===== src/rtl/mc_pkg.sv =====
// Shared definitions for the multicycle core: instruction field widths,
// opcode map, control sub-ops, flag bit positions and FSM state encoding.
package mc_pkg;

  localparam int unsigned IW   = 16;  // instruction word width
  localparam int unsigned NREG = 8;   // general-purpose registers R0..R7

  // Flag register bit positions
  localparam int unsigned FLAG_Z = 0;
  localparam int unsigned FLAG_C = 1;
  localparam int unsigned FLAG_N = 2;
  localparam int unsigned FLAG_V = 3;

  typedef enum logic [3:0] {
    OP_ADD  = 4'h0,
    OP_SUB  = 4'h1,
    OP_AND  = 4'h2,
    OP_OR   = 4'h3,
    OP_XOR  = 4'h4,
    OP_NOT  = 4'h5,
    OP_INC  = 4'h6,
    OP_DEC  = 4'h7,
    OP_SHL  = 4'h8,
    OP_SHR  = 4'h9,
    OP_ROL  = 4'hA,
    OP_ROR  = 4'hB,
    OP_CLR  = 4'hC,
    OP_MUL  = 4'hD,
    OP_CTRL = 4'hE,
    OP_LDI  = 4'hF
  } opcode_e;

  // Control sub-op lives in the rd field of an OP_CTRL word
  typedef enum logic [2:0] {
    CTL_JMP  = 3'd0,
    CTL_JZ   = 3'd1,
    CTL_JC   = 3'd2,
    CTL_HALT = 3'd3,
    CTL_NOP4 = 3'd4,
    CTL_NOP5 = 3'd5,
    CTL_NOP6 = 3'd6,
    CTL_NOP7 = 3'd7
  } ctl_e;

  typedef enum logic [1:0] {
    ST_FETCH = 2'd0,
    ST_EXEC  = 2'd1,
    ST_HALT  = 2'd2
  } state_e;

endpackage


===== src/rtl/mc_alu.sv =====
// Combinational ALU for the multicycle core.
// Ports:
//   i_op       opcode (ALU ops 0..B, D; anything else yields 0 and passes flags)
//   i_a, i_b   operands (i_a is rs1, or rd for INC/DEC)
//   i_shamt    shift / rotate amount
//   i_flags    current flag register, passed through where not updated
//   o_result_c result, o_flags_c next flag value
module mc_alu
  import mc_pkg::*;
#(
  parameter int unsigned DW = 8
) (
  input  logic [3:0]    i_op,
  input  logic [DW-1:0] i_a,
  input  logic [DW-1:0] i_b,
  input  logic [2:0]    i_shamt,
  input  logic [3:0]    i_flags,
  output logic [DW-1:0] o_result_c,
  output logic [3:0]    o_flags_c
);

  logic [DW:0]   w_sum;
  logic [DW:0]   w_diff;
  logic [DW-1:0] w_mul;
  logic [DW-1:0] w_res;
  logic          w_zn;

  // Extra MSB carries the carry-out / borrow
  assign w_sum  = {1'b0, i_a} + {1'b0, i_b};
  assign w_diff = {1'b0, i_a} - {1'b0, i_b};
  assign w_mul  = i_a * i_b;

  // Shift amount never exceeds 7 and DW >= 8, so shamt mod DW == shamt
  always_comb begin
    w_res     = '0;
    w_zn      = 1'b0;
    o_flags_c = i_flags;
    case (opcode_e'(i_op))
      OP_ADD: begin
        w_res             = w_sum[DW-1:0];
        w_zn              = 1'b1;
        o_flags_c[FLAG_C] = w_sum[DW];
        o_flags_c[FLAG_V] = (i_a[DW-1] == i_b[DW-1]) && (w_sum[DW-1] != i_a[DW-1]);
      end
      OP_SUB: begin
        w_res             = w_diff[DW-1:0];
        w_zn              = 1'b1;
        o_flags_c[FLAG_C] = w_diff[DW];
        o_flags_c[FLAG_V] = (i_a[DW-1] != i_b[DW-1]) && (w_diff[DW-1] != i_a[DW-1]);
      end
      OP_AND: begin w_res = i_a & i_b;          w_zn = 1'b1; end
      OP_OR:  begin w_res = i_a | i_b;          w_zn = 1'b1; end
      OP_XOR: begin w_res = i_a ^ i_b;          w_zn = 1'b1; end
      OP_NOT: begin w_res = ~i_a;               w_zn = 1'b1; end
      OP_INC: begin w_res = i_a + DW'(1);       w_zn = 1'b1; end
      OP_DEC: begin w_res = i_a - DW'(1);       w_zn = 1'b1; end
      OP_SHL: begin w_res = i_a << i_shamt;     w_zn = 1'b1; end
      OP_SHR: begin w_res = i_a >> i_shamt;     w_zn = 1'b1; end
      OP_ROL: begin
        w_res = (i_a << i_shamt) | (i_a >> (DW - 32'(i_shamt)));
        w_zn  = 1'b1;
      end
      OP_ROR: begin
        w_res = (i_a >> i_shamt) | (i_a << (DW - 32'(i_shamt)));
        w_zn  = 1'b1;
      end
      OP_MUL: begin w_res = w_mul;              w_zn = 1'b1; end
      default: begin
        w_res = '0;
        w_zn  = 1'b0;
      end
    endcase
    if (w_zn) begin
      o_flags_c[FLAG_Z] = (w_res == '0);
      o_flags_c[FLAG_N] = w_res[DW-1];
    end
  end

  assign o_result_c = w_res;

endmodule


===== src/rtl/multicycle_core.sv =====
// Two-state-per-instruction multicycle core: FETCH waits for the
// instruction memory handshake, EXEC computes, writes back and retires.
// Ports:
//   clk, rst           clock, synchronous active-high reset
//   imem_req/addr      fetch request and address (== pc)
//   imem_valid/data    instruction return; only observed while in FETCH
//   flags              {V, N, C, Z}
//   halted             core sits in HALT until reset
//   retire             one-cycle pulse per completed instruction
module multicycle_core
  import mc_pkg::*;
#(
  parameter int unsigned DW  = 8,
  parameter int unsigned PCW = 8
) (
  input  logic           clk,
  input  logic           rst,
  output logic           imem_req,
  output logic [PCW-1:0] imem_addr,
  input  logic           imem_valid,
  input  logic [IW-1:0]  imem_data,
  output logic [3:0]     flags,
  output logic           halted,
  output logic           retire
);

  state_e                  r_state, w_state_nx;
  logic [PCW-1:0]          r_pc, w_pc_nx;
  logic [IW-1:0]           r_ir, w_ir_nx;
  logic [3:0]              r_flags, w_flags_nx;
  logic [NREG-1:0][DW-1:0] r_rf;
  logic                    r_req, w_req_nx;
  logic                    r_retire, w_retire_nx;
  logic                    r_halted, w_halted_nx;
  logic                    w_we;
  logic [DW-1:0]           w_wdata;

  opcode_e       w_op;
  ctl_e          w_ctl;
  logic [2:0]    w_rd, w_rs1, w_rs2, w_shamt;
  logic [8:0]    w_imm9;
  logic [DW-1:0] w_opa, w_opb, w_alu_res;
  logic [3:0]    w_alu_flags;

  // Instruction field decode
  assign w_op    = opcode_e'(r_ir[15:12]);
  assign w_ctl   = ctl_e'(r_ir[11:9]);
  assign w_rd    = r_ir[11:9];
  assign w_rs1   = r_ir[8:6];
  assign w_rs2   = r_ir[5:3];
  assign w_shamt = r_ir[2:0];
  assign w_imm9  = r_ir[8:0];

  // INC/DEC operate in place on rd
  assign w_opa = (w_op == OP_INC || w_op == OP_DEC) ? r_rf[w_rd] : r_rf[w_rs1];
  assign w_opb = r_rf[w_rs2];

  mc_alu #(.DW(DW)) u_alu (
    .i_op       (r_ir[15:12]),
    .i_a        (w_opa),
    .i_b        (w_opb),
    .i_shamt    (w_shamt),
    .i_flags    (r_flags),
    .o_result_c (w_alu_res),
    .o_flags_c  (w_alu_flags)
  );

  // State, architectural registers and registered outputs
  always_ff @(posedge clk) begin
    if (rst) begin
      r_state  <= ST_FETCH;
      r_pc     <= '0;
      r_ir     <= '0;
      r_flags  <= '0;
      r_rf     <= '0;
      r_req    <= 1'b1;
      r_retire <= 1'b0;
      r_halted <= 1'b0;
    end else begin
      r_state  <= w_state_nx;
      r_pc     <= w_pc_nx;
      r_ir     <= w_ir_nx;
      r_flags  <= w_flags_nx;
      r_req    <= w_req_nx;
      r_retire <= w_retire_nx;
      r_halted <= w_halted_nx;
      if (w_we) begin
        r_rf[w_rd] <= w_wdata;
      end
    end
  end

  // Next-state, writeback and PC sequencing
  always_comb begin
    w_state_nx  = r_state;
    w_pc_nx     = r_pc;
    w_ir_nx     = r_ir;
    w_flags_nx  = r_flags;
    w_req_nx    = r_req;
    w_retire_nx = 1'b0;
    w_halted_nx = r_halted;
    w_we        = 1'b0;
    w_wdata     = '0;
    unique case (r_state)
      ST_FETCH: begin
        if (imem_valid) begin
          w_ir_nx    = imem_data;
          w_state_nx = ST_EXEC;
          w_req_nx   = 1'b0;
        end
      end
      ST_EXEC: begin
        w_retire_nx = 1'b1;
        w_state_nx  = ST_FETCH;
        w_req_nx    = 1'b1;
        w_pc_nx     = r_pc + PCW'(1);
        case (w_op)
          OP_CTRL: begin
            case (w_ctl)
              CTL_JMP: w_pc_nx = w_imm9[PCW-1:0];
              CTL_JZ:  if (r_flags[FLAG_Z]) w_pc_nx = w_imm9[PCW-1:0];
              CTL_JC:  if (r_flags[FLAG_C]) w_pc_nx = w_imm9[PCW-1:0];
              CTL_HALT: begin
                w_pc_nx     = r_pc;
                w_state_nx  = ST_HALT;
                w_req_nx    = 1'b0;
                w_halted_nx = 1'b1;
              end
              default: ;
            endcase
          end
          OP_LDI: begin
            w_we    = 1'b1;
            w_wdata = DW'(w_imm9);
          end
          OP_CLR: begin
            w_we    = 1'b1;
            w_wdata = '0;
          end
          default: begin
            w_we       = 1'b1;
            w_wdata    = w_alu_res;
            w_flags_nx = w_alu_flags;
          end
        endcase
      end
      ST_HALT: ;
      default: begin
        w_state_nx = ST_FETCH;
        w_req_nx   = 1'b1;
      end
    endcase
  end

  assign imem_req  = r_req;
  assign imem_addr = r_pc;
  assign flags     = r_flags;
  assign halted    = r_halted;
  assign retire    = r_retire;

endmodule


===== config.mk =====
export PLATFORM = sky130hd
export DESIGN_NAME = multicycle_core
export DESIGN_NICKNAME = d
export VERILOG_FILES = /design/src/rtl/mc_pkg.sv /design/src/rtl/mc_alu.sv /design/src/rtl/multicycle_core.sv
export SDC_FILE = /design/constraint.sdc
export NUM_CORES = 1
export LEC_CHECK = 0
export CAP_MARGIN = 25
export CORE_ASPECT_RATIO = 0.8
export CORE_MARGIN = 2
export CORE_UTILIZATION = 26
export DETAILED_ROUTE_END_ITERATION = 8
export PLACE_DENSITY = 0.45
export SYNTH_ARGS = -nofsm -noshare
export SYNTH_HDL_FRONTEND = slang
export SYNTH_SLANG_ARGS = --single-unit

===== constraint.sdc =====
create_clock -name clk -period 8.3 [get_ports clk]
set_input_delay 0.83 -clock clk [delete_from_list [all_inputs] [get_ports clk]]
set_output_delay 0.83 -clock clk [all_outputs]
set_load 0.01 [all_outputs]

# ---- Word level (Yosys, flattened, before mapping)
# Index checks and enable logic that the tools add are counted.
dict set report classes {
  multipliers 1
  n_addsub 6
  reduce_logical 18
  n_eq_ne 26
  n_bitwise 8
  shifts 4
  n_mux 31
  order_cmp 4
}
# op count
set op_table {}
lappend op_table {{8-bit one-hot mux with 13 select lines} 1}
lappend op_table {{8-bit binary-select mux with 3-bit select} 3}
lappend op_table {{8-bit two-way mux} 9}
lappend op_table {{64-bit bitwise mux} 1}
lappend op_table {{4-bit equality test (second input constant)} 8}
lappend op_table {{8-bit one-hot mux with 4 select lines} 1}
lappend op_table {{8-bit by 32-bit left shift with 8-bit output} 1}
lappend op_table {{8-bit by 32-bit right shift with 8-bit output} 1}
lappend op_table {{8-bit demux with 3-bit select} 1}
lappend op_table {{8-bit OR} 3}
lappend op_table {{8-bit by 1-bit adder with 8-bit output (second input constant)} 2}
lappend op_table {{4-bit by 3-bit equality test with 1-bit output (second input constant)} 4}
lappend op_table {{8-bit one-hot mux with 2 select lines} 1}
lappend op_table {{13-bit OR reduction} 1}
lappend op_table {{3-bit by 4-bit less-than comparator with 1-bit output (second input constant)} 3}
lappend op_table {{8-bit by 8-bit adder with 9-bit output} 1}
lappend op_table {{3-bit AND reduction} 3}
lappend op_table {{8-bit by 8-bit subtractor with 9-bit output} 1}
lappend op_table {{8-bit bitwise AND} 1}
lappend op_table {{4-bit by 2-bit equality test with 1-bit output (second input constant)} 2}
lappend op_table {{8-bit logical NOT} 1}
lappend op_table {{8-bit by 8-bit multiplier with 8-bit output} 1}
lappend op_table {{8-bit NOT} 1}
lappend op_table {{8-bit by 3-bit left shift with 8-bit output} 1}
lappend op_table {{other kinds (28)} 46}
dict set report word_totals {
  elab_cells 114
  in_bits 19
  regBits 97
  output_inout_bits 15
}

# ---- Logic depth before layout (Yosys ltp)
# Gate-level depths: netlist (run 1).
dict set report depth {
  ltp_word 9
  mapped_depth 26
  mapped_depth_nobuf 22
}

# ---- Cells and area by module
# Synthesis (run 1) repeated with hierarchy kept, for this count alone.
dict set report unflattened {
  cells_unflattened 1102
  hier_area_um2 9552.9
}
# mod n_inst seq_area_each_um2 cells_each area_per_inst_um2
set modules_own_cells {}
lappend modules_own_cells {multicycle_core 1 1941.9 564 5679.2}
lappend modules_own_cells {mc_alu 1 0.0 538 3873.7}

# ---- Worst setup path before layout (run 1)
# No wires, ideal clock.
dict set report synth_timing {
  path_type {reg-to-reg}
  startpoint {register r_ir[4]}
  endpoint {register r_rf[39] in the netlist's numbering}
  period_less_slack_ps 5886
  path_stages_with_launch 22
  n_path_buf 2
  required_ps 8160
  arrival_ps 5746
  slack_ps 2414
  setup_ps 140
  path_cell_list {dfxtp_1 buf_2 clkbuf_1 mux4_2 mux2i_1 inv_1 ha_1 fa_1 fa_1 ha_1 inv_1 fa_1 inv_1 ha_1 a21o_1 a21oi_1 xnor2_1 xnor2_1 xnor3_1 mux2i_2 a2111oi_4 a211oi_1}
}
dict set report synth_via {
  elab_chain_cells 7
  word_cells_on_any_way 12
  classes_between {2 x add/sub; 1 x mul; 6 x mux; 3 x bitwise}
}
# item line
set synth_lines {}
lappend synth_lines {{from (decl)} multicycle_core.sv:29} ;# logic [IW-1:0] r_ir, w_ir_nx;
lappend synth_lines {{from (signal assigned)} multicycle_core.sv:82} ;# r_ir <= w_ir_nx;
lappend synth_lines {{8-bit binary-select mux with 3-bit select (*)} multicycle_core.sv:56} ;# assign w_opb = r_rf[w_rs2];
lappend synth_lines {{8-bit two-way mux (implied by the code) (*)} multicycle_core.sv:56}
lappend synth_lines {{8-bit by 8-bit multiplier with 8-bit output, or another cell as far along} mc_alu.sv:31} ;# assign w_mul = i_a * i_b;
lappend synth_lines {{8-bit one-hot mux with 13 select lines (*)} mc_alu.sv:38} ;# case (opcode_e'(i_op))
lappend synth_lines {{8-bit one-hot mux with 2 select lines (*)} multicycle_core.sv:117} ;# case (w_op)
lappend synth_lines {{8-bit two-way mux (*)} multicycle_core.sv:104} ;# unique case (r_state)
lappend synth_lines {{64-bit bitwise mux (*)} multicycle_core.sv:88} ;# r_rf[w_rd] <= w_wdata;
lappend synth_lines {{to (signal, indexed assignment)} multicycle_core.sv:88}
lappend synth_lines {{to (decl)} multicycle_core.sv:31} ;# logic [NREG-1:0][DW-1:0] r_rf;
# Mark *: on every way between the ends. The rest lies on a longest branch, timed or not. The select of a mux whose other input is x is not followed.
# A chain may end at the register's enable or synchronous reset.

# ---- Worst setup path after layout (run 1)
dict set report layout_timing {
  startpoint {register r_ir[13]}
  endpoint {register r_rf[6] in the netlist's numbering}
}
dict set report layout_via {
  elab_chain_cells 9
  word_cells_on_any_way 40
  classes_between {4 x add/sub; 1 x mul; 15 x eq/ne; 4 x shift; 7 x mux; 6 x bitwise; 3 x reduce/logical}
}
# item
set layout_lines {}
lappend layout_lines {{parallel branches: the longest is 9 deep, another holds 8-bit by 8-bit multiplier with 8-bit output}}
# Parallel ways; which one is timed is not known.

==> impl_metrics.toml, run 1 <==
[run_status]
status = "finished, final reports clean"

[clock_tree]
htree_levels = 3
cts_resized = 0
cts_hold_buffers = 0
cts_tree = "built"
insertion_delay_ns = 0.36
path_clk_slew_ns = 0.07
cts.sinks = 97
postCtsSetupRepairBufs = 0
clock_path_buffers = 2
clock-root-buffer = "clkbuf_16"
cts-buffers-inserted = 9

[cells_and_area]
fill_cells = 3710
diodes = 0
drive_gt1_share_pct = 11.51
nNetsFinal = 1181
finalNonFillerCells = 1575
area_growth_pct = 12.68
final_core_util_pct = 29.62
final_cell_area_um2 = 10240

[yosys]
synth_area_um2 = 9089
synth_top_family_by_area = "compound AO/OA/AOI/OAI gates"
synth_compound_area_share_pct = 22.94
syn_nets = 1179
yosysTopAreaCellShare_pct = 21.37
synthFlopType = "dfxtp_1"
synth_seq_cells = 97
muxShareOfSynthArea_pct = 17.55
synth_largest_area_cell = "dfxtp_1"
yosysWarnings = 0
syn_inst = 1097
yosysUniqueCellTypes = 82
synth_xor_area_share_pct = 2.271
yosys.area_share.simple_pct = 19.58
avgSynthCellArea_um2 = 8.285
synth_area_leaders = "dfxtp_1, mux4_2, ha_1"
async_flop_share_pct = 0
synth-edff-count = 0
synthAdderAreaFrac_pct = 9.912
ys_seq_area_share_pct = 21.37

[setup_path]
crit_path_end_kind = "register"
crit_required_ns = 8.51
critPathMaxFanout = 23
crit_chain = "and3b_1 -> nand3_1 -> and2_1 -> inv_2 -> ha_1 -> inv_1 -> fa_1 -> inv_1 -> ha_1 -> inv_1 -> fa_1 -> fa_1 -> inv_1 -> ha_1 -> xnor2_1 -> a221oi_1 -> o221ai_1 -> a221oi_1 -> nand4_1 -> a21oi_1 -> a211oi_1"
cp_top_family = "adder cells"
crit_cells = 21
worst_path_most_repeated_cell = "inv_1"
critPathSlowestCell = "dfxtp_1"
cp.arrival_ns = 7.45
critPathLaunchType = "register"
rrSetupSlack_ns = 1.06
critPathKind = "register to register"
path_buf_inv = 5
rr_worst_depth = 21
worst_path_largest_cell_delay_ns = 0.88

[die]
core_area_um2 = 34570
rows = 61
die_h_um = 171.2
die_x_um = 213.0
ios = 34
start_util_pct = 26.29
dieArea_um2 = 36480

[route]
vias = 8777
wl_mm = 34.99
routedWlPerCell_um = 22.21
routed_via_density = 5.573
ant_nets = 0
route.detailed.drc = 0
dr.pass1.iters = 5
drt_iter0_drc = 955

[timing]
skew_ns = 0.01128
clock.fmax_ghz = 0.1381
rsz0062_at_grt = "false"
hold_viol = 0
fin_setup_tns_ns = 0
slew_violations = 0
slew_headroom_pct = 31.76
worst_pin_slew_ns = 1.022
min_period_ns = 7.244
finalCritPeriodShare_pct = 87.27
setup_viol = 0

[hold_path]
min_path_cells = 2
min-delay-path-class = "register to register"

[grt]
grt-ovfl-total = 0
antenna_found_initial = 1
grt_start_max_net_pins = 68
grt_usage_pct = 19.61
grt_pass1_wl_mm = 53.52
grt_pass1_vias = 8430

[power]
power_w = 0.001414
ir_worst_vdd_mv = 0.09590
powerDensity_nw_per_um2 = 138.1
power.leakage_nw = 3.511

[run]
maxCapViolCount = 0

[placed_design]
hpwl_mm = 26.27
io_buffers = 33
dp_cells = 1560
gp_congestion = 0.9700
placed_area_um2 = 9945
-- logic make-up after synthesis --
family / Yosys count
simple gates: 383
compound gates: 295
buf+inv: 139
mux: 98
flops: 97
fa+ha+maj: 63
xor+xnor: 22
-- worst register-to-register path: cells and delay by family (launching register included) --
kind,cells,cell delay (ns)
adder cells (fa/ha/maj),6,2.41
AND/OR/NAND/NOR,4,1.60
AO/OA/AOI/OAI,5,1.54
flip-flops,1,0.88
buffers and inverters,5,0.50
XOR/XNOR,1,0.17
-- per-stage QoR --
stage | setup WS, ns | hold WS [ns]
final | 1.056 | 0.4663
after floorplan | 2.414 | 0.4890
after global placement | 1.266 | 0.4454
after detailed placement | 1.194 | 0.4573
after global routing | 0.7147 | 0.5062
after CTS | 1.156 | 0.4674
-- routing by layer --
layer  wire [um]  up-vias  global-route usage, %
li1            -     4073                      -
met1       17250     4241                  28.96
met2       13810      417                  26.94
met3        3219       46                  6.445
met4         706        0                  4.956
met5           0        -                      0
-- flip-flops by register name, indices dropped and copies added, names as in the netlist --
name and flops:
r_rf 64, r_ir 16, imem_addr 8, flags 4, r_state 2, halted 1, imem_req 1, retire 1
-- layout make-up --
type                            count  area (um2)  share of cell area [%]
Inverter                           59       221.5                   2.162
Tap cell                          472       590.6                   5.767
Clock buffer                       11       242.7                   2.370
Timing Repair Buffer               71       613.1                   5.987
Multi-Input combinational cell    861        6576                   64.21
Clock inverter                      4       53.80                  0.5253
Sequential cell                    97        1943                   18.97
-- report_power, final --
group	internal [W]	total, W	switching (W)
Combinational	0.000168	0.000478	0.000310
Clock	0.000241	0.000431	0.000190
Sequential	0.000479	0.000506	0.0000269
-- layout by cell type, fill, tap and decap left out, types with 4 or more instances in the layout --
| master | synthesis | layout |
|---|---|---|
| inv_1 | 54 | 54 |
| o31ai_1 | 8 | 8 |
| nand4_1 | 10 | 10 |
| dfxtp_1 | 97 | 96 |
| a211o_1 | 6 | 6 |
| o2111ai_1 | 6 | 6 |
| or2_2 | 5 | 5 |
| o21a_1 | 4 | 4 |
| nand2b_1 | 20 | 20 |
| a22oi_1 | 16 | 16 |
| or3_1 | 6 | 6 |
| nor2_1 | 154 | 154 |
| xnor2_1 | 19 | 19 |
| ha_1 | 48 | 48 |
| clkdlybuf4s50_1 | 0 | 32 |
| a21oi_1 | 69 | 69 |
| nand2_1 | 86 | 86 |
| and2_1 | 8 | 8 |
| o22ai_1 | 10 | 10 |
| nor3b_1 | 4 | 4 |
| o32ai_1 | 5 | 5 |
| fa_1 | 15 | 15 |
| nand4b_1 | 5 | 5 |
| mux2i_1 | 41 | 41 |
| buf_4 | 4 | 39 |
| o21ai_0 | 25 | 25 |
| mux2_2 | 6 | 6 |
| a31oi_1 | 6 | 6 |
| o21bai_1 | 6 | 6 |
| nor2b_1 | 18 | 18 |
| clkbuf_16 | 0 | 9 |
| nor3_1 | 23 | 21 |
| nor4_1 | 11 | 11 |
| a221oi_1 | 7 | 7 |
| a311oi_1 | 7 | 7 |
| mux4_2 | 44 | 44 |
| nand3_1 | 22 | 22 |
| a21o_1 | 6 | 6 |
| a211oi_1 | 74 | 74 |
-- cells in the mapped netlist, types with 15 or more instances --
master / instances
nor2_1: 154
clkbuf_1: 54
nand3_1: 22
inv_1: 54
nor2b_1: 18
nand2_1: 86
fa_1: 15
nand2b_1: 20
mux4_2: 44
a211oi_1: 74
nor3_1: 23
a22oi_1: 16
dfxtp_1: 97
a21oi_1: 69
ha_1: 48
o21ai_0: 25
mux2i_1: 41
xnor2_1: 19
-- path summary, 6_finish.rpt --
kind                               start  endpoint
worst max register to register  r_ir[13]   r_rf[6]
worst min register to register  r_ir[11]  r_ir[11]
worst max-delay path            r_ir[13]   r_rf[6]
worst min-delay path            r_ir[11]  r_ir[11]
(Power assumes the default switching activity.)
==> inputs of run 2 (changes only) <==
CTS_CLUSTER_DIAMETER = 30   (was unset)
==> results of run 2 <==
The final DEF is identical to that of run 1; final timing and power are the same.
